===== src/rtl/mem_arb_pkg.sv =====
// Shared definitions for the data-memory port arbiter and its round-robin core.
//   MAX_CORES  : largest supported core count
//   MAX_IDX_W  : index width able to name any of MAX_CORES cores
//   idx_width  : index width for a given core count (never below 1 bit)
//   arb_tag_t  : read-return tag {valid, issuing core index}
package mem_arb_pkg;

  localparam int MAX_CORES = 8;
  localparam int MAX_IDX_W = $clog2(MAX_CORES);

  function automatic int idx_width(input int n);
    return (n > 2) ? $clog2(n) : 1;
  endfunction

  typedef struct packed {
    logic                 valid;
    logic [MAX_IDX_W-1:0] idx;
  } arb_tag_t;

endpackage


===== src/rtl/rr_arbiter.sv =====
// Combinational round-robin arbiter.
//   req    : request vector, one bit per requester
//   ptr    : index where the search starts (ascending, wrapping)
//   grant  : one-hot grant, zero when nothing requests
//   winner : index of the granted requester (0 when found = 0)
//   found  : some requester was granted
module rr_arbiter
  import mem_arb_pkg::*;
#(
  parameter int N  = 2,
  parameter int IW = idx_width(N)
) (
  input  logic [N-1:0]  req,
  input  logic [IW-1:0] ptr,
  output logic [N-1:0]  grant,
  output logic [IW-1:0] winner,
  output logic          found
);

  logic [IW-1:0] cand;

  always_comb begin
    grant  = '0;
    winner = '0;
    found  = 1'b0;
    cand   = '0;
    for (int k = 0; k < N; k++) begin
      cand = IW'((int'(ptr) + k) % N);
      if (!found && req[cand]) begin
        found       = 1'b1;
        grant[cand] = 1'b1;
        winner      = cand;
      end
    end
  end

endmodule


===== src/rtl/mem_port_arbiter.sv =====
// Round-robin arbiter placing N cores' data reads/writes onto one memory port.
// Read data is routed back to the issuing core by a MEM_LAT-deep tag pipeline.
// Ports:
//   clk, rst_n                 : clock, async active-low reset
//   core_rd_req / core_wr_req  : per-core requests, held until granted
//   core_addr / core_wdata     : per-core address / write data (packed, core i at [i*W +: W])
//   core_grant                 : one-hot op issued this cycle
//   core_stall                 : request pending but not granted this cycle
//   core_rvalid / core_rdata   : one-hot read return, data broadcast to all cores
//   mem_ren/mem_wen/mem_addr/mem_wdata/mem_rdata : single memory port
//   core_halt / all_halt       : per-core halt, sticky all-halted flag
//   stall_cnt                  : per-core saturating stall-cycle counters
//
// Handshake: a core raises rd_req and/or wr_req with addr/wdata and holds them
// until it sees core_grant[i] in the same cycle; the grant cycle is the transfer
// cycle. A core with both requests is granted the write first and drops wr_req
// the following cycle, keeping rd_req for a later grant.
module mem_port_arbiter
  import mem_arb_pkg::*;
#(
  parameter int NCORES  = 2,
  parameter int AW      = 15,
  parameter int DW      = 16,
  parameter int MEM_LAT = 1,
  parameter int CW      = 16
) (
  input  logic                 clk,
  input  logic                 rst_n,
  input  logic [NCORES-1:0]    core_rd_req,
  input  logic [NCORES-1:0]    core_wr_req,
  input  logic [NCORES*AW-1:0] core_addr,
  input  logic [NCORES*DW-1:0] core_wdata,
  output logic [NCORES-1:0]    core_grant,
  output logic [NCORES-1:0]    core_stall,
  output logic [NCORES-1:0]    core_rvalid,
  output logic [DW-1:0]        core_rdata,
  output logic                 mem_ren,
  output logic                 mem_wen,
  output logic [AW-1:0]        mem_addr,
  output logic [DW-1:0]        mem_wdata,
  input  logic [DW-1:0]        mem_rdata,
  input  logic [NCORES-1:0]    core_halt,
  output logic                 all_halt,
  output logic [NCORES*CW-1:0] stall_cnt
);

  localparam int IW = idx_width(NCORES);

  logic [NCORES-1:0] req;
  logic [NCORES-1:0] grant;
  logic [IW-1:0]     winner;
  logic              found;
  logic [IW-1:0]     ptr_q;
  logic              win_wr;
  arb_tag_t          new_tag;
  arb_tag_t          ret_tag;
  arb_tag_t          tag_q [MEM_LAT];
  logic [CW-1:0]     cnt_q [NCORES];
  logic              all_halt_q;

  // Requests are masked while reset is asserted so every combinational
  // output (grant, mem port, stall) reads zero during reset.
  assign req = (core_rd_req | core_wr_req) & {NCORES{rst_n}};

  rr_arbiter #(
    .N  (NCORES),
    .IW (IW)
  ) u_rr (
    .req    (req),
    .ptr    (ptr_q),
    .grant  (grant),
    .winner (winner),
    .found  (found)
  );

  assign win_wr     = core_wr_req[winner];
  assign core_grant = grant;
  assign core_stall = req & ~grant;
  assign mem_wen    = found & win_wr;
  assign mem_ren    = found & ~win_wr;
  assign mem_addr   = found ? core_addr[int'(winner)*AW +: AW] : '0;
  assign mem_wdata  = mem_wen ? core_wdata[int'(winner)*DW +: DW] : '0;

  always_ff @(posedge clk or negedge rst_n) begin
    if (!rst_n) begin
      ptr_q <= '0;
    end else if (found) begin
      ptr_q <= (int'(winner) == NCORES - 1) ? '0 : winner + 1'b1;
    end
  end

  // Tag for the read issued this cycle; it reaches the last stage exactly
  // when the memory presents the matching data.
  always_comb begin
    new_tag       = '0;
    new_tag.valid = mem_ren;
    new_tag.idx   = MAX_IDX_W'(winner);
  end

  always_ff @(posedge clk or negedge rst_n) begin
    if (!rst_n) begin
      for (int s = 0; s < MEM_LAT; s++) tag_q[s] <= '0;
    end else begin
      tag_q[0] <= new_tag;
      for (int s = 1; s < MEM_LAT; s++) tag_q[s] <= tag_q[s-1];
    end
  end

  assign ret_tag    = tag_q[MEM_LAT-1];
  assign core_rdata = ret_tag.valid ? mem_rdata : '0;

  always_comb begin
    core_rvalid = '0;
    for (int i = 0; i < NCORES; i++) begin
      core_rvalid[i] = ret_tag.valid && (ret_tag.idx == MAX_IDX_W'(i));
    end
  end

  for (genvar g = 0; g < NCORES; g++) begin : g_cnt
    always_ff @(posedge clk or negedge rst_n) begin
      if (!rst_n) begin
        cnt_q[g] <= '0;
      end else if (core_stall[g] && (cnt_q[g] != {CW{1'b1}})) begin
        cnt_q[g] <= cnt_q[g] + 1'b1;
      end
    end
    assign stall_cnt[g*CW +: CW] = cnt_q[g];
  end

  // Sticky: once every core has halted the flag stays set until reset.
  always_ff @(posedge clk or negedge rst_n) begin
    if (!rst_n) begin
      all_halt_q <= 1'b0;
    end else if (&core_halt) begin
      all_halt_q <= 1'b1;
    end
  end

  assign all_halt = all_halt_q;

endmodule


===== config.mk =====
export PLATFORM = sky130hd
export DESIGN_NAME = mem_port_arbiter
export DESIGN_NICKNAME = d
export VERILOG_FILES = /design/src/rtl/mem_arb_pkg.sv /design/src/rtl/rr_arbiter.sv /design/src/rtl/mem_port_arbiter.sv
export SDC_FILE = /design/constraint.sdc
export NUM_CORES = 1
export LEC_CHECK = 0
export CAP_MARGIN = 5
export CORE_MARGIN = 3
export CORE_UTILIZATION = 31
export DETAILED_ROUTE_END_ITERATION = 16
export HOLD_SLACK_MARGIN = 0.08
export PLACE_DENSITY = 0.87
export SYNTH_ARGS = -nofsm -noshare
export SYNTH_HDL_FRONTEND = slang
export SYNTH_SLANG_ARGS = --single-unit
export TNS_END_PERCENT = 10

===== constraint.sdc =====
create_clock -name clk -period 1.7 [get_ports clk]
set_input_delay 0.255 -clock clk [delete_from_list [all_inputs] [get_ports clk]]
set_output_delay 0.255 -clock clk [all_outputs]
set_load 0.03 [all_outputs]

After elaboration in Yosys (flattened, before gate mapping)
Index checks and enable logic that the tools add are counted.
Widths: inputs -> output; s select.
- register bits: 36
- input bits: 86
- output and inout bits: 88
- logic and storage cells: 58
- $add $sub $neg: 4
- $mul: 1
- magnitude comparators: 5
- eq/ne operators: 2
- shifts and indexed selects: 2
- muxes and demuxes: 20
- bitwise gates (word level): 8
- reductions and logical operators: 10
- operators by type and width (operator ; number):
    $add 16x1->16 const B ; 2
    $mux 16 ; 2
    $ne 16x16->1 const B ; 2
    $shiftx 32x6->16 ; 1
    $shiftx 30x6->15 ; 1
    $mux 15 ; 1
    $mux 1 ; 13
    $logic_and 1x1->1 ; 7
    $lt 1x2->1 const B ; 3
    $mul 1x4->5 const B ; 1
    $and 2x2->2 ; 2
    $mux 2 ; 2
    $or 2x2->2 ; 2
    $logic_not 3->1 ; 1
    $add 1x1->1 const B ; 2
    $and 1x1->1 ; 2
    $demux 1 s1 ; 2
    $ge 1x1->1 const B ; 2
    $not 2->2 ; 1
    $reduce_and 2->1 ; 1
    $logic_not 1->1 ; 1
    $not 1->1 ; 1

Depth between registers and ports, before layout
Gate-level depths: netlist (run 1).
- depth in word-level cells: 12
- depth in mapped cells: 6
- gate-level depth less buffers: 5

Cells and area by module
From an unflattened synthesis (run 1), not the netlist that was laid out.
- cell total of the unflattened synthesis: 254
- area, all modules: 2449.8 sq um
- by module, submodules not included (module ; instances ; cells each ; area each (sq um) ; sequential area each (sq um)):
    mem_port_arbiter ; 1 ; 249 ; 2417.3 ; 900.9
    rr_arbiter ; 1 ; 5 ; 32.5 ; 0.0

Worst setup path after synthesis (run 1)
Ideal clock, no wire load.
- path type: flip-flop to flip-flop
- start: register cnt_q, in the netlist stall_cnt[16]
- end: register cnt_q, in the netlist stall_cnt[23]
- library setup time: 134 ps
- data arrival time: 1792 ps
- data required time: 1566 ps
- slack: -226 ps
- stages on the path, launching flop included: 7
- path buffers: 1
- clock period less this slack: 1926 ps
- cell sequence: dfrtp_1 > ha_1 > nand4_1 > or4_1 > clkbuf_1 > nand4_1 > xnor2_1
- word-level cells in the longest chain between the ends: 2
- elaborated cells between the ends (all ways): 3
- those cells by class: 1 x add/sub; 1 x eq/ne; 1 x reduce/logical
- ends and longest elaborated chain (what ; line ; RTL):
    from (decl) ; mem_port_arbiter.sv:58 ; logic [CW-1:0] cnt_q [NCORES];
    from (signal, indexed assignment) ; mem_port_arbiter.sv:124 ; cnt_q[g] <= cnt_q[g] + 1'b1;
    branches (longest 2 deep; another with $add 16x1->16) ; n/a ;
Several ways; the timed one is not identified.
A chain may end at the register's enable or synchronous reset.

Worst setup path in the final report (run 1)
- start: input core_wr_req[1]
- end: output mem_wen
- word-level cells in the longest chain between the ends: 11
- elaborated cells between the ends (all ways): 15
- those cells by class: 10 x mux; 3 x bitwise; 2 x reduce/logical
- ends and longest elaborated chain (what ; line ; RTL):
    from (decl) ; mem_port_arbiter.sv:30 ; input logic [NCORES-1:0] core_wr_req,
    $or 2x2->2 ; mem_port_arbiter.sv:63 ; assign req = (core_rd_req | core_wr_req) & {NCORES{rst_n}};
    $and 2x2->2 ; mem_port_arbiter.sv:63 ;
    $mux 1 (implied by the code) (2 in a row) ; rr_arbiter.sv:29 ; if (!found && req[cand]) begin
    $mux 1 ; rr_arbiter.sv:29 ;
    $logic_not 1->1 ; rr_arbiter.sv:29 ;
    $logic_and 1x1->1 ; rr_arbiter.sv:29 ;
    $mux 1 ; rr_arbiter.sv:29 ;
    $mux 1 (implied by the code) (2 in a row) ; mem_port_arbiter.sv:76 ; assign win_wr = core_wr_req[winner];
    $and 1x1->1 * ; mem_port_arbiter.sv:79 ; assign mem_wen = found & win_wr;
    to (decl) ; mem_port_arbiter.sv:38 ; output logic mem_wen,
Mark *: on every way between the ends. The rest lies on a longest branch, timed or not. The select of a mux whose other input is x is not followed.

==> impl_metrics.ini, run 1 <==
[final_layout]
layout_commonest_cell = clkdlybuf4s50_1
syn2layout_area_growth_pct = 115
nets = 600
fill_cells = 574
num_antenna_cells = 0
drive_gt1_frac = 0.374
instances_no_fill = 612
mostFrequentLayoutCells = 94 x clkdlybuf4s50_1, 55 x buf_4, 51 x nand2_1

[yosys]
synthCells = 297
ys_ff_latch = 36
synth_cell_type_count = 35
synth_flop_cell = dfrtp_1
synth-edff-count = 0
syn_area_per_cell_um2 = 7.91
seq_area_frac_synth = 0.384
synth_area_um2 = 2350
synthArstFlopShare = 1.00
yosysWarnings = 0
syn_nets = 385

[route]
vias = 3012
avgViaCountPerCell = 4.92
firstDrtPassIters = 4
drc = 0
dr.first_iter.drc_count = 102
drt.antenna.violating_nets = 0
totalWireLength_um = 9860
routedWlPerCell_um = 16.1

[run]
drv_cap = 0

[floorplanning]
chipHeight_um = 93.0
num_rows = 31
ios = 174
core-area_um2 = 7290
die_w_um = 93.0
die_area_um2 = 8660
start_util = 0.322

[grt]
grt_pass1_wl_um = 15100
antenna_found_initial = 0
grt_overflow = 0
track_usage = 0.216
grt_most_used_layer = met2
gr-usage-met2 = 0.409
grt_pass1_vias = 3085
met1_usage = 0.239
grt_max_degree = 38
use_met3 = 0.0426

[sta]
finalHoldViolations = 0
setup_viol = 40
fmax_mhz = 513
relSlewSlack = 0.695
rsz0062_at_grt = true
fin_crit_sh = 1.15
setup_ws_ns = -0.248
slew_violations = 0
period_needed_ns = 1.95
worst_pin_slew_ns = 0.457
fin_skew_ns = 0.00676

[placed_design]
io_buffers = 173
pre_cts_slack_ns = -0.514
gp_congestion = 0.828
dpl.hpwl_um = 6990
dp.cells = 597

[power]
irDropWorstVdd_v = 0.000449
power.density_nw_per_um2 = 757
p_leak_nw = 2.34

[clock_tree]
cts_root_buffer = clkbuf_8
cts_tree = done
clkTransAtPathRegs_ns = 0.07
cts_max_level = 2
cts_max_path_buffers = 2
ctsHoldBuffers = 0
clock-sinks = 36
cts_buffers = 5
clkLatencyLatePin_ns = 0.29

[run_status]
status = complete, but fails checks
violations = negative setup slack

[min_path]
hold_path_class = in -> async

[worst_setup_path]
arrival_ns = 1.69
required_ns = 1.44
path_class = in -> out
cp_max_fo = 5
worstSetupEndpointType = output pin
startpoint_type = primary input
==> report_power, final <==
group | internal (mW) | switching (mW) | leakage, nW
clock | 0.288 | 0.298 | 0.0422
combinational | 0.961 | 1.13 | 1.86
sequential | 1.01 | 0.147 | 0.439
total | 2.26 | 1.57 | 2.34
==> kinds of logic (layout without fill, tap and decap cells) <==
group | count (synthesis) | count (layout) | share of synthesized area
buf+inv | 26 | 242 | 0.0432
flops | 36 | 36 | 0.384
xor+xnor | 27 | 27 | 0.101
simple gates | 164 | 164 | 0.344
compound gates | 39 | 39 | 0.104
fa+ha+maj | 2 | 2 | 0.0107
mux | 3 | 3 | 0.0144
==> critical path: stages <==
cell           delay [ns]
dlygate4sd2_1        0.28
buf_6                0.13
buf_4                0.14
nor2b_4              0.14
nand2_2              0.09
o211ai_1             0.12
buf_4                0.20
buf_12               0.13
clkinvlp_4           0.07
buf_6                0.13
==> through the flow <==
| stage | hold slack (ns) | util | setup TNS (ns) | instance area (um^2) | total power, mW |
|---|---|---|---|---|---|
| floorplan | -0.0406 | - | -2.37 | 2450 | 2.10 |
| detailed placement | 0.440 | 0.612 | -21.90 | 4470 | 3.07 |
| finish | 0.158 | 0.694 | -6.10 | 5060 | 3.83 |
| global placement | 0.415 | 0.612 | -18.85 | 4470 | 3.02 |
| global route | 0.201 | 0.694 | -9.53 | 5060 | 4.03 |
| CTS | 0.144 | 0.676 | -5.28 | 4930 | 3.82 |
==> synthesized netlist by cell type, types with 3 or more instances <==
cell | count | area, um^2
a211oi_1 | 4 | 30.0
a21oi_1 | 23 | 115
and2_1 | 19 | 119
buf_2 | 3 | 15.0
clkbuf_1 | 11 | 41.3
dfrtp_1 | 36 | 901
inv_1 | 12 | 45.0
mux2_2 | 3 | 33.8
nand2_1 | 73 | 274
nand3_1 | 28 | 140
nand4_1 | 10 | 62.6
nor2_1 | 5 | 18.8
nor3_1 | 4 | 20.0
nor4_1 | 11 | 68.8
o21a_1 | 3 | 22.5
or2_2 | 3 | 18.8
xnor2_1 | 12 | 105
xor2_1 | 15 | 131
==> what timing repair did <==
item | 4_1_cts | 5_1_grt
gates cloned | 3 | 0
pin swaps | 15 | 4
gates resized for setup | 95 | 42
endpoints found under the setup margin | 63 | 66
endpoints found under the hold margin | 0 | 0
buffers inserted | 5 | 0
==> state kept, by name (all words and copies together) (netlist names) <==
register   flops
all_halt       1
ptr_q          1
ret_tag        2
stall_cnt     32
==> layer usage <==
layer  share of wire  wire length [um]
met5               0                 0
met4           0.018               179
met3           0.051               505
met2            0.57              5580
met1            0.36              3600
==> worst paths after layout <==
| path | startpoint | end | slack, ns | depth (start not counted) |
|---|---|---|---|---|
| worst max-delay path | core_wr_req[1] | mem_wen | -0.25 | 10 |
| worst min-delay path | rst_n | stall_cnt[18] | 0.16 | 2 |
| max in group asynchronous | rst_n | stall_cnt[30] | 1.19 | 2 |
| min in group clk | all_halt | all_halt | 0.47 | 1 |
| worst max register to register | stall_cnt[0] | stall_cnt[7] | -0.04 | 6 |
| worst min register to register | all_halt | all_halt | 0.47 | 1 |
==> final cells by class <==
cell class	count	area, um^2	share of cell area
Inverter	12	51.3	0.0101
Clock buffer	7	76.3	0.0151
Sequential cell	36	912	0.180
Timing Repair Buffer	222	2210	0.436
Clock inverter	1	5.00	0.000989
Multi-Input combinational cell	235	1680	0.333
Tap cell	99	124	0.0245
Power figures use the tool's default switching activity.
==> inputs of run 2 (changes only) <==
--- a/config.mk
+++ b/config.mk
@@ -11,6 +11,7 @@
 export DETAILED_ROUTE_END_ITERATION = 16
 export HOLD_SLACK_MARGIN = 0.08
 export PLACE_DENSITY = 0.87
+export SLEW_MARGIN = 20
 export SYNTH_ARGS = -nofsm -noshare
 export SYNTH_HDL_FRONTEND = slang
 export SYNTH_SLANG_ARGS = --single-unit
==> results of run 2 <==
Final layout, timing and power as in run 1 (identical DEF).
==> inputs of run 3 (changes only) <==
--- a/config.mk
+++ b/config.mk
@@ -8,6 +8,7 @@
 export CAP_MARGIN = 5
 export CORE_MARGIN = 3
 export CORE_UTILIZATION = 31
+export CTS_CLUSTER_SIZE = 14
 export DETAILED_ROUTE_END_ITERATION = 16
 export HOLD_SLACK_MARGIN = 0.08
 export PLACE_DENSITY = 0.87
==> results of run 3 <==
Final layout, timing and power as in run 1 (identical DEF).
